--- src/rtl/adc_ctrl_pkg.sv ---
// Shared types, constants and helpers for the LTC2308 scan controller.
// Channel pick helpers scan the host mask; cfg_word packs the ADC config.
package adc_ctrl_pkg;

    localparam int NUM_CH     = 8;
    localparam int DATA_W     = 12;
    localparam int CH_W       = 3;
    localparam int CFG_BITS   = 6;
    localparam int FRAME_BITS = 12;

    typedef enum logic [1:0] {
        IDLE,
        CONV,
        SHIFT,
        UPDATE
    } state_t;

    // S/D=1 (single-ended), O/S, S1, S0, UNI, SLP=0
    function automatic logic [CFG_BITS-1:0] cfg_word(
        input logic [CH_W-1:0] ch,
        input logic            uni
    );
        return {1'b1, ch[0], ch[2], ch[1], uni, 1'b0};
    endfunction

    function automatic logic [CH_W-1:0] low_ch(
        input logic [NUM_CH-1:0] mask
    );
        logic [CH_W-1:0] r;
        r = '0;
        for (int i = NUM_CH - 1; i >= 0; i--)
            if (mask[i]) r = CH_W'(i);
        return r;
    endfunction

    function automatic logic [CH_W-1:0] high_ch(
        input logic [NUM_CH-1:0] mask
    );
        logic [CH_W-1:0] r;
        r = '0;
        for (int i = 0; i < NUM_CH; i++)
            if (mask[i]) r = CH_W'(i);
        return r;
    endfunction

    function automatic logic [CH_W-1:0] next_ch(
        input logic [NUM_CH-1:0] mask,
        input logic [CH_W-1:0]   cur
    );
        logic [CH_W-1:0] r;
        r = low_ch(mask);
        for (int i = NUM_CH - 1; i >= 0; i--)
            if (mask[i] && i > int'(cur)) r = CH_W'(i);
        return r;
    endfunction

endpackage

--- src/rtl/adc_ltc2308_frame.sv ---
// One LTC2308 SPI frame: SCLK divider, config shift-out, data shift-in.
// done is high in the final SHIFT cycle so the caller can step straight on.
module adc_ltc2308_frame
    import adc_ctrl_pkg::*;
#(
    parameter int CLK_DIV = 2
) (
    input  logic                  clk,
    input  logic                  reset,
    input  logic                  start,
    input  logic [CFG_BITS-1:0]   cfg,
    input  logic                  adc_dout,
    output logic                  adc_sclk,
    output logic                  adc_din,
    output logic [FRAME_BITS-1:0] data,
    output logic                  done
);

    localparam int DW = (CLK_DIV > 1) ? $clog2(CLK_DIV) : 1;
    localparam logic [DW-1:0] DIV_LAST = DW'(CLK_DIV - 1);
    localparam logic [3:0] BIT_LAST = 4'(FRAME_BITS - 1);

    logic                  active;
    logic [DW-1:0]         div;
    logic [3:0]            bit_idx;
    logic [FRAME_BITS-1:0] tx;
    logic                  phase_end;

    assign phase_end = active && (div == DIV_LAST);
    assign done = phase_end && adc_sclk && (bit_idx == BIT_LAST);

    always_ff @(posedge clk) begin
        if (reset) begin
            active   <= 1'b0;
            div      <= '0;
            bit_idx  <= '0;
            tx       <= '0;
            adc_sclk <= 1'b0;
            adc_din  <= 1'b0;
            data     <= '0;
        end else if (start) begin
            active   <= 1'b1;
            div      <= '0;
            bit_idx  <= '0;
            adc_sclk <= 1'b0;
            adc_din  <= cfg[CFG_BITS-1];
            tx       <= {cfg[CFG_BITS-2:0], {(FRAME_BITS - CFG_BITS + 1){1'b0}}};
        end else if (active) begin
            div <= phase_end ? '0 : div + 1'b1;
            if (phase_end) begin
                if (!adc_sclk) begin
                    // ADC data is taken on the cycle SCLK rises
                    adc_sclk <= 1'b1;
                    data     <= {data[FRAME_BITS-2:0], adc_dout};
                end else begin
                    adc_sclk <= 1'b0;
                    if (bit_idx == BIT_LAST) begin
                        active  <= 1'b0;
                        adc_din <= 1'b0;
                    end else begin
                        bit_idx <= bit_idx + 1'b1;
                        adc_din <= tx[FRAME_BITS-1];
                        tx      <= {tx[FRAME_BITS-2:0], 1'b0};
                    end
                end
            end
        end
    end

endmodule

--- src/rtl/adc_scan_ctrl.sv ---
// LTC2308 round-robin scan sequencer with per-channel result registers.
// Data from each frame belongs to the channel configured one frame earlier.
module adc_scan_ctrl #(
    parameter int CLK_DIV     = 2,
    parameter int CONV_CYCLES = 80,
    parameter int NUM_CH      = 8,
    parameter int DATA_W      = 12
) (
    input  logic                      clk,
    input  logic                      reset,
    input  logic                      enable,
    input  logic [NUM_CH-1:0]         ch_mask,
    input  logic                      uni,
    output logic                      adc_convst,
    output logic                      adc_sclk,
    output logic                      adc_din,
    input  logic                      adc_dout,
    input  logic [$clog2(NUM_CH)-1:0] rd_addr,
    output logic [DATA_W-1:0]         rd_data,
    output logic [NUM_CH-1:0]         ch_valid,
    output logic                      sample_valid,
    output logic [$clog2(NUM_CH)-1:0] sample_ch,
    output logic [DATA_W-1:0]         sample_data,
    output logic                      scan_done,
    output logic                      busy
);

    import adc_ctrl_pkg::*;

    localparam int AW = $clog2(NUM_CH);
    localparam int CW = $clog2(CONV_CYCLES + 1);
    localparam logic [CW-1:0] CONV_LAST = CW'(CONV_CYCLES - 1);

    state_t              state;
    logic [CW-1:0]       cnt;
    logic [AW-1:0]       cur_ch;
    logic [AW-1:0]       prev_ch;
    logic                primed;
    logic                go;
    logic                start;
    logic                done;
    logic [CFG_BITS-1:0] cfg;
    logic [DATA_W-1:0]   data;
    logic [DATA_W-1:0]   regfile [NUM_CH];

    assign go    = enable && (ch_mask != '0);
    assign start = (state == CONV) && (cnt == CONV_LAST);
    assign cfg   = cfg_word(cur_ch, uni);
    assign busy  = (state != IDLE);

    adc_ltc2308_frame #(
        .CLK_DIV (CLK_DIV)
    ) u_frame (
        .clk      (clk),
        .reset    (reset),
        .start    (start),
        .cfg      (cfg),
        .adc_dout (adc_dout),
        .adc_sclk (adc_sclk),
        .adc_din  (adc_din),
        .data     (data),
        .done     (done)
    );

    always_ff @(posedge clk) begin
        if (reset) begin
            state        <= IDLE;
            cnt          <= '0;
            cur_ch       <= '0;
            prev_ch      <= '0;
            primed       <= 1'b0;
            adc_convst   <= 1'b0;
            ch_valid     <= '0;
            sample_valid <= 1'b0;
            sample_ch    <= '0;
            sample_data  <= '0;
            scan_done    <= 1'b0;
        end else begin
            sample_valid <= 1'b0;
            sample_ch    <= '0;
            sample_data  <= '0;
            scan_done    <= 1'b0;
            unique case (state)
                IDLE: if (go) begin
                    state      <= CONV;
                    cnt        <= '0;
                    cur_ch     <= low_ch(ch_mask);
                    primed     <= 1'b0;
                    adc_convst <= 1'b1;
                end
                CONV: if (start) begin
                    state      <= SHIFT;
                    adc_convst <= 1'b0;
                end else begin
                    cnt <= cnt + 1'b1;
                end
                SHIFT: if (done) state <= UPDATE;
                UPDATE: begin
                    if (primed) begin
                        ch_valid[prev_ch] <= 1'b1;
                        sample_valid      <= 1'b1;
                        sample_ch         <= prev_ch;
                        sample_data       <= data;
                        scan_done         <= (ch_mask != '0) &&
                                             (prev_ch == high_ch(ch_mask));
                    end
                    primed  <= 1'b1;
                    prev_ch <= cur_ch;
                    cur_ch  <= next_ch(ch_mask, cur_ch);
                    if (go) begin
                        state      <= CONV;
                        cnt        <= '0;
                        adc_convst <= 1'b1;
                    end else begin
                        state <= IDLE;
                    end
                end
                default: state <= IDLE;
            endcase
        end
    end

    // Read sees the pre-write value on a same-cycle hit
    always_ff @(posedge clk) begin
        if (reset) begin
            for (int i = 0; i < NUM_CH; i++) regfile[i] <= '0;
            rd_data <= '0;
        end else begin
            if (state == UPDATE && primed) regfile[prev_ch] <= data;
            rd_data <= regfile[rd_addr];
        end
    end

endmodule

--- config.mk ---
export PLATFORM = sky130hd
export DESIGN_NAME = adc_scan_ctrl
export DESIGN_NICKNAME = d
export VERILOG_FILES = /design/src/rtl/adc_ctrl_pkg.sv /design/src/rtl/adc_ltc2308_frame.sv /design/src/rtl/adc_scan_ctrl.sv
export SDC_FILE = /design/constraint.sdc
export NUM_CORES = 1
export LEC_CHECK = 0
export CORE_AREA = 2 2 116 118
export CTS_CLUSTER_DIAMETER = 120
export DETAILED_ROUTE_END_ITERATION = 10
export DIE_AREA = 0 0 118 120
export HOLD_SLACK_MARGIN = 0.08
export PLACE_DENSITY = 0.78
export SLEW_MARGIN = 20
export SYNTH_ARGS = -nofsm -noshare
export SYNTH_HDL_FRONTEND = slang
export SYNTH_SLANG_ARGS = --single-unit
--- constraint.sdc ---
create_clock -name clk -period 2.6 [get_ports clk]
set_input_delay 0.26 -clock clk [delete_from_list [all_inputs] [get_ports clk]]
set_output_delay 0.26 -clock clk [all_outputs]
set_load 0.02 [all_outputs]
==> impl_metrics.py <==
metrics = {
    "detailed_routing": {
        "drt_first_pass_iters": 5,
        "drt_iter0_drc": 456,
        "drt_drc_violations_left": 0,
        "ant_nets": 0,
        "via_count": 5023,
        "viasPerCell": 5.71,
        "wl_per_cell_um": 17.6,
        "wl_mm": 15.5,
    },
    "logic_synthesis": {
        "syn_nets": 654,
        "synth_top_area_share_pct": 39.6,
        "synth_fa_ha_area_share_pct": 1.20,
        "post_synth_mux_area_share_pct": 11.8,
        "ys_types": 49,
        "synth_compound_area_share_pct": 6.84,
        "synth_area_per_cell_um2": 11.5,
        "synth_top_area_cell": "edfxtp_1",
        "synth_area_mm2": 0.00728,
        "ys_seq_area_share_pct": 61.1,
        "synthTopCellsByArea": "edfxtp_1 40%, dfxtp_1 21%, nor2_1 8.8%, mux4_2 7.4%, mux2i_1 4.3%",
        "synthCells": 631,
        "ys_warn_count": 0,
        "yosys.area_share.simple_pct": 14.7,
        "synth-seq-cells": 174,
        "synth_top_family_by_area": "simple AND/OR/NAND/NOR gates",
        "synth_xor_area_share_pct": 0.722,
    },
    "placement": {
        "place.gp.congestion": 0.891,
        "port_buffers": 56,
        "dpl.hpwl_mm": 9.97,
    },
    "flow_run": {
        "maxCapViolCount": 0,
    },
    "global_routing": {
        "grt_first_pass_wirelength_mm": 24.8,
        "grt_max_degree": 34,
        "grt_pass1_vias": 4898,
        "use_met2_pct": 37.8,
        "grt_antenna_before_repair": 0,
        "grt_use_total_pct": 22.8,
        "grt_util_met1_pct": 29.3,
        "top_usage_layer": "met2",
        "grtUsageMet3_pct": 5.23,
        "overflow": 0,
    },
    "worst_setup_path": {
        "cp_data_required_time_ns": 2.34,
        "r2r_slack_ns": 0.46,
        "crit_path_top_delay_cell": "clkdlybuf4s50_1",
        "cpMostUsedCell": "inv_1",
        "slowest_delay_ns": 0.62,
        "worstSetupPathType": "flip-flop to output pin",
        "crit_path_start_kind": "flip-flop",
        "crit_family": "buffers and inverters",
        "r2r-start": "cnt[0]",
        "crit_path_start": "state[1]",
        "crit_arrival_ns": 1.92,
        "crit_path_cell_trace": "inv_1, ha_1, inv_1, clkdlybuf4s50_1",
        "path_buf_inv": 3,
        "crit_path_max_fanout": 5,
        "endpoint_kind": "output pin",
    },
    "timing": {
        "tns_ns": 0,
        "finalClockSkew_ns": 0.0107,
        "hold_viol_final": 0,
        "finalCriticalPeriod_ns": 2.18,
        "worstMarginPinSlew_ns": 0.553,
        "setup_viol": 0,
        "rsz0062_at_grt": "false",
        "finalMaxSlewViolations": 0,
        "slew_headroom_pct": 63.1,
        "clock.fmax_mhz": 459,
        "finalCritPeriodShare_pct": 83.7,
    },
    "clock_tree": {
        "cts_sinks": 174,
        "cts_buffer_depth": 2,
        "cts_root_buf": "clkbuf_16",
        "htreeDepth": 4,
        "cts_tree": "yes",
        "cts.clk_slew.worst_paths_ns": 0.07,
        "cts_buffers": 17,
        "clk_latency_ns": 0.43,
        "ctsResizeCount": 0,
        "postCtsSetupBuffers": 0,
        "hold_buffers": 0,
    },
    "power_and_ir_drop": {
        "power.total_mw": 6.43,
        "p_leak_nw": 3.16,
        "pwr-share-comb_pct": 12.8,
        "p_clk_share_pct": 39.2,
        "pwr-share-seq_pct": 48.0,
        "power_switching_mw": 1.71,
        "powerDensity_mw_per_mm2": 742,
        "switching_share_pct": 26.6,
        "ir_drop_mv": 0.503,
        "power.internal_mw": 4.72,
    },
    "hold_path": {
        "worstHoldPathType": "input port to flip-flop",
        "holdCritStartpoint": "reset",
    },
    "final_layout": {
        "layout-drive-gt1-share_pct": 12.4,
        "fillers": 965,
        "nets": 714,
        "antennaDiodeCount": 0,
        "final_common_cell": "nor2_1",
        "layout_common_cells": "170 x nor2_1, 96 x edfxtp_1, 78 x dfxtp_1",
        "areaGrowthSynthToFinish_pct": 19.1,
    },
    "floorplanning": {
        "initial_core_util_pct": 56.1,
        "fp.dieH_um": 120,
        "die_w_um": 118,
        "dieArea_mm2": 0.0142,
        "coreArea_mm2": 0.0130,
        "io_pins": 57,
        "core.rowCount": 42,
    },
    "outcome": {
        "outcome": "completed",
    },
}
==> through the flow <==
stage / instances / worst slack (ns) / hold WS (ns) / util (%) / cell area [µm²]
final: 880 / 0.423 / 0.283 / 66.8 / 8670
after floorplan: 631 / 0.370 / 0.396 / - / 7280
after global placement: 848 / 0.526 / 0.455 / 62.2 / 8080
after CTS: 880 / 0.422 / 0.267 / 66.8 / 8670
after global routing: 880 / 0.296 / 0.295 / 66.8 / 8670
after detailed placement: 848 / 0.437 / 0.473 / 62.2 / 8080
==> layout make-up <==
type / count / area [µm²] / area share (%)
Timing Repair Buffer: 78 / 733 / 8.46
Clock buffer: 17 / 425 / 4.91
Clock inverter: 15 / 168 / 1.93
Tap cell: 176 / 220 / 2.54
Inverter: 28 / 105 / 1.21
Multi-Input combinational cell: 392 / 2570 / 29.7
Sequential cell: 174 / 4440 / 51.3
==> routing by layer <==
metal,wire [µm],up-vias
met4,319,0
met2,7460,256
met5,0,-
li1,-,2339
met1,6420,2396
met3,1270,32
==> final timing paths <==
path                     to  cells past startpoint
min              prev_ch[2]                      2
max                    busy                      4
min reg2reg  u_frame.tx[11]                      2
max reg2reg          cnt[4]                      6
==> cells by family (layout without fill, tap and decap cells) <==
group / after synthesis / in the layout
buffers and inverters: 65 / 138
muxes: 56 / 56
and+or+nand+nor: 248 / 248
xor gates and xnor gates: 6 / 6
DFF: 174 / 174
adders and majority gates: 7 / 7
AOI/OAI and AO/OA: 75 / 75
==> cell usage after synthesis (all sizes together) <==
master   count
o32a         2
or2          1
nand2b       6
or3          4
a21o         2
or3b         2
nor3         5
nor2       170
a21oi       17
o21ai       20
nor2b        2
o22ai        1
nor4         1
a211oi       7
o32ai        2
clkbuf      27
and3         5
o211ai       4
nand3b       4
o2111ai      1
mux4        24
buf         10
and4         1
o31ai        3
inv         28
edfxtp      96
and2         3
a21boi       1
nand4        2
xnor2        4
nand3        6
mux2i       31
a311oi       4
xor2         2
o21a         3
nand2       35
ha           7
mux2         1
a221oi       1
a31o         1
a31oi        5
or2b         1
o221a        1
dfxtp       78
==> flip-flops by register name (all words and copies together), names as in the netlist <==
| register | cells |
|---|---|
| sample_valid | 1 |
| u_frame.adc_din | 1 |
| u_frame.tx | 4 |
| u_frame.data | 12 |
| adc_convst | 1 |
| ch_valid | 8 |
| state | 2 |
| u_frame.bit_idx | 4 |
| primed | 1 |
| u_frame.div | 1 |
| cnt | 7 |
| rd_data | 12 |
| regfile | 96 |
| prev_ch | 3 |
| cur_ch | 3 |
| scan_done | 1 |
| sample_ch | 3 |
| sample_data | 12 |
| u_frame.active | 1 |
| u_frame.adc_sclk | 1 |
==> power by group through the flow <==
stage / logic (mW) / registers [mW] / clock network, mW
detailed placement: 0.804 / 3.15 / 0
finish: 0.823 / 3.09 / 2.52
CTS: 0.813 / 3.09 / 2.56
global placement: 0.772 / 3.14 / 0
floorplan: 0.577 / 3.12 / 0
global route: 0.895 / 3.10 / 2.66
(Power assumes the default switching activity.)
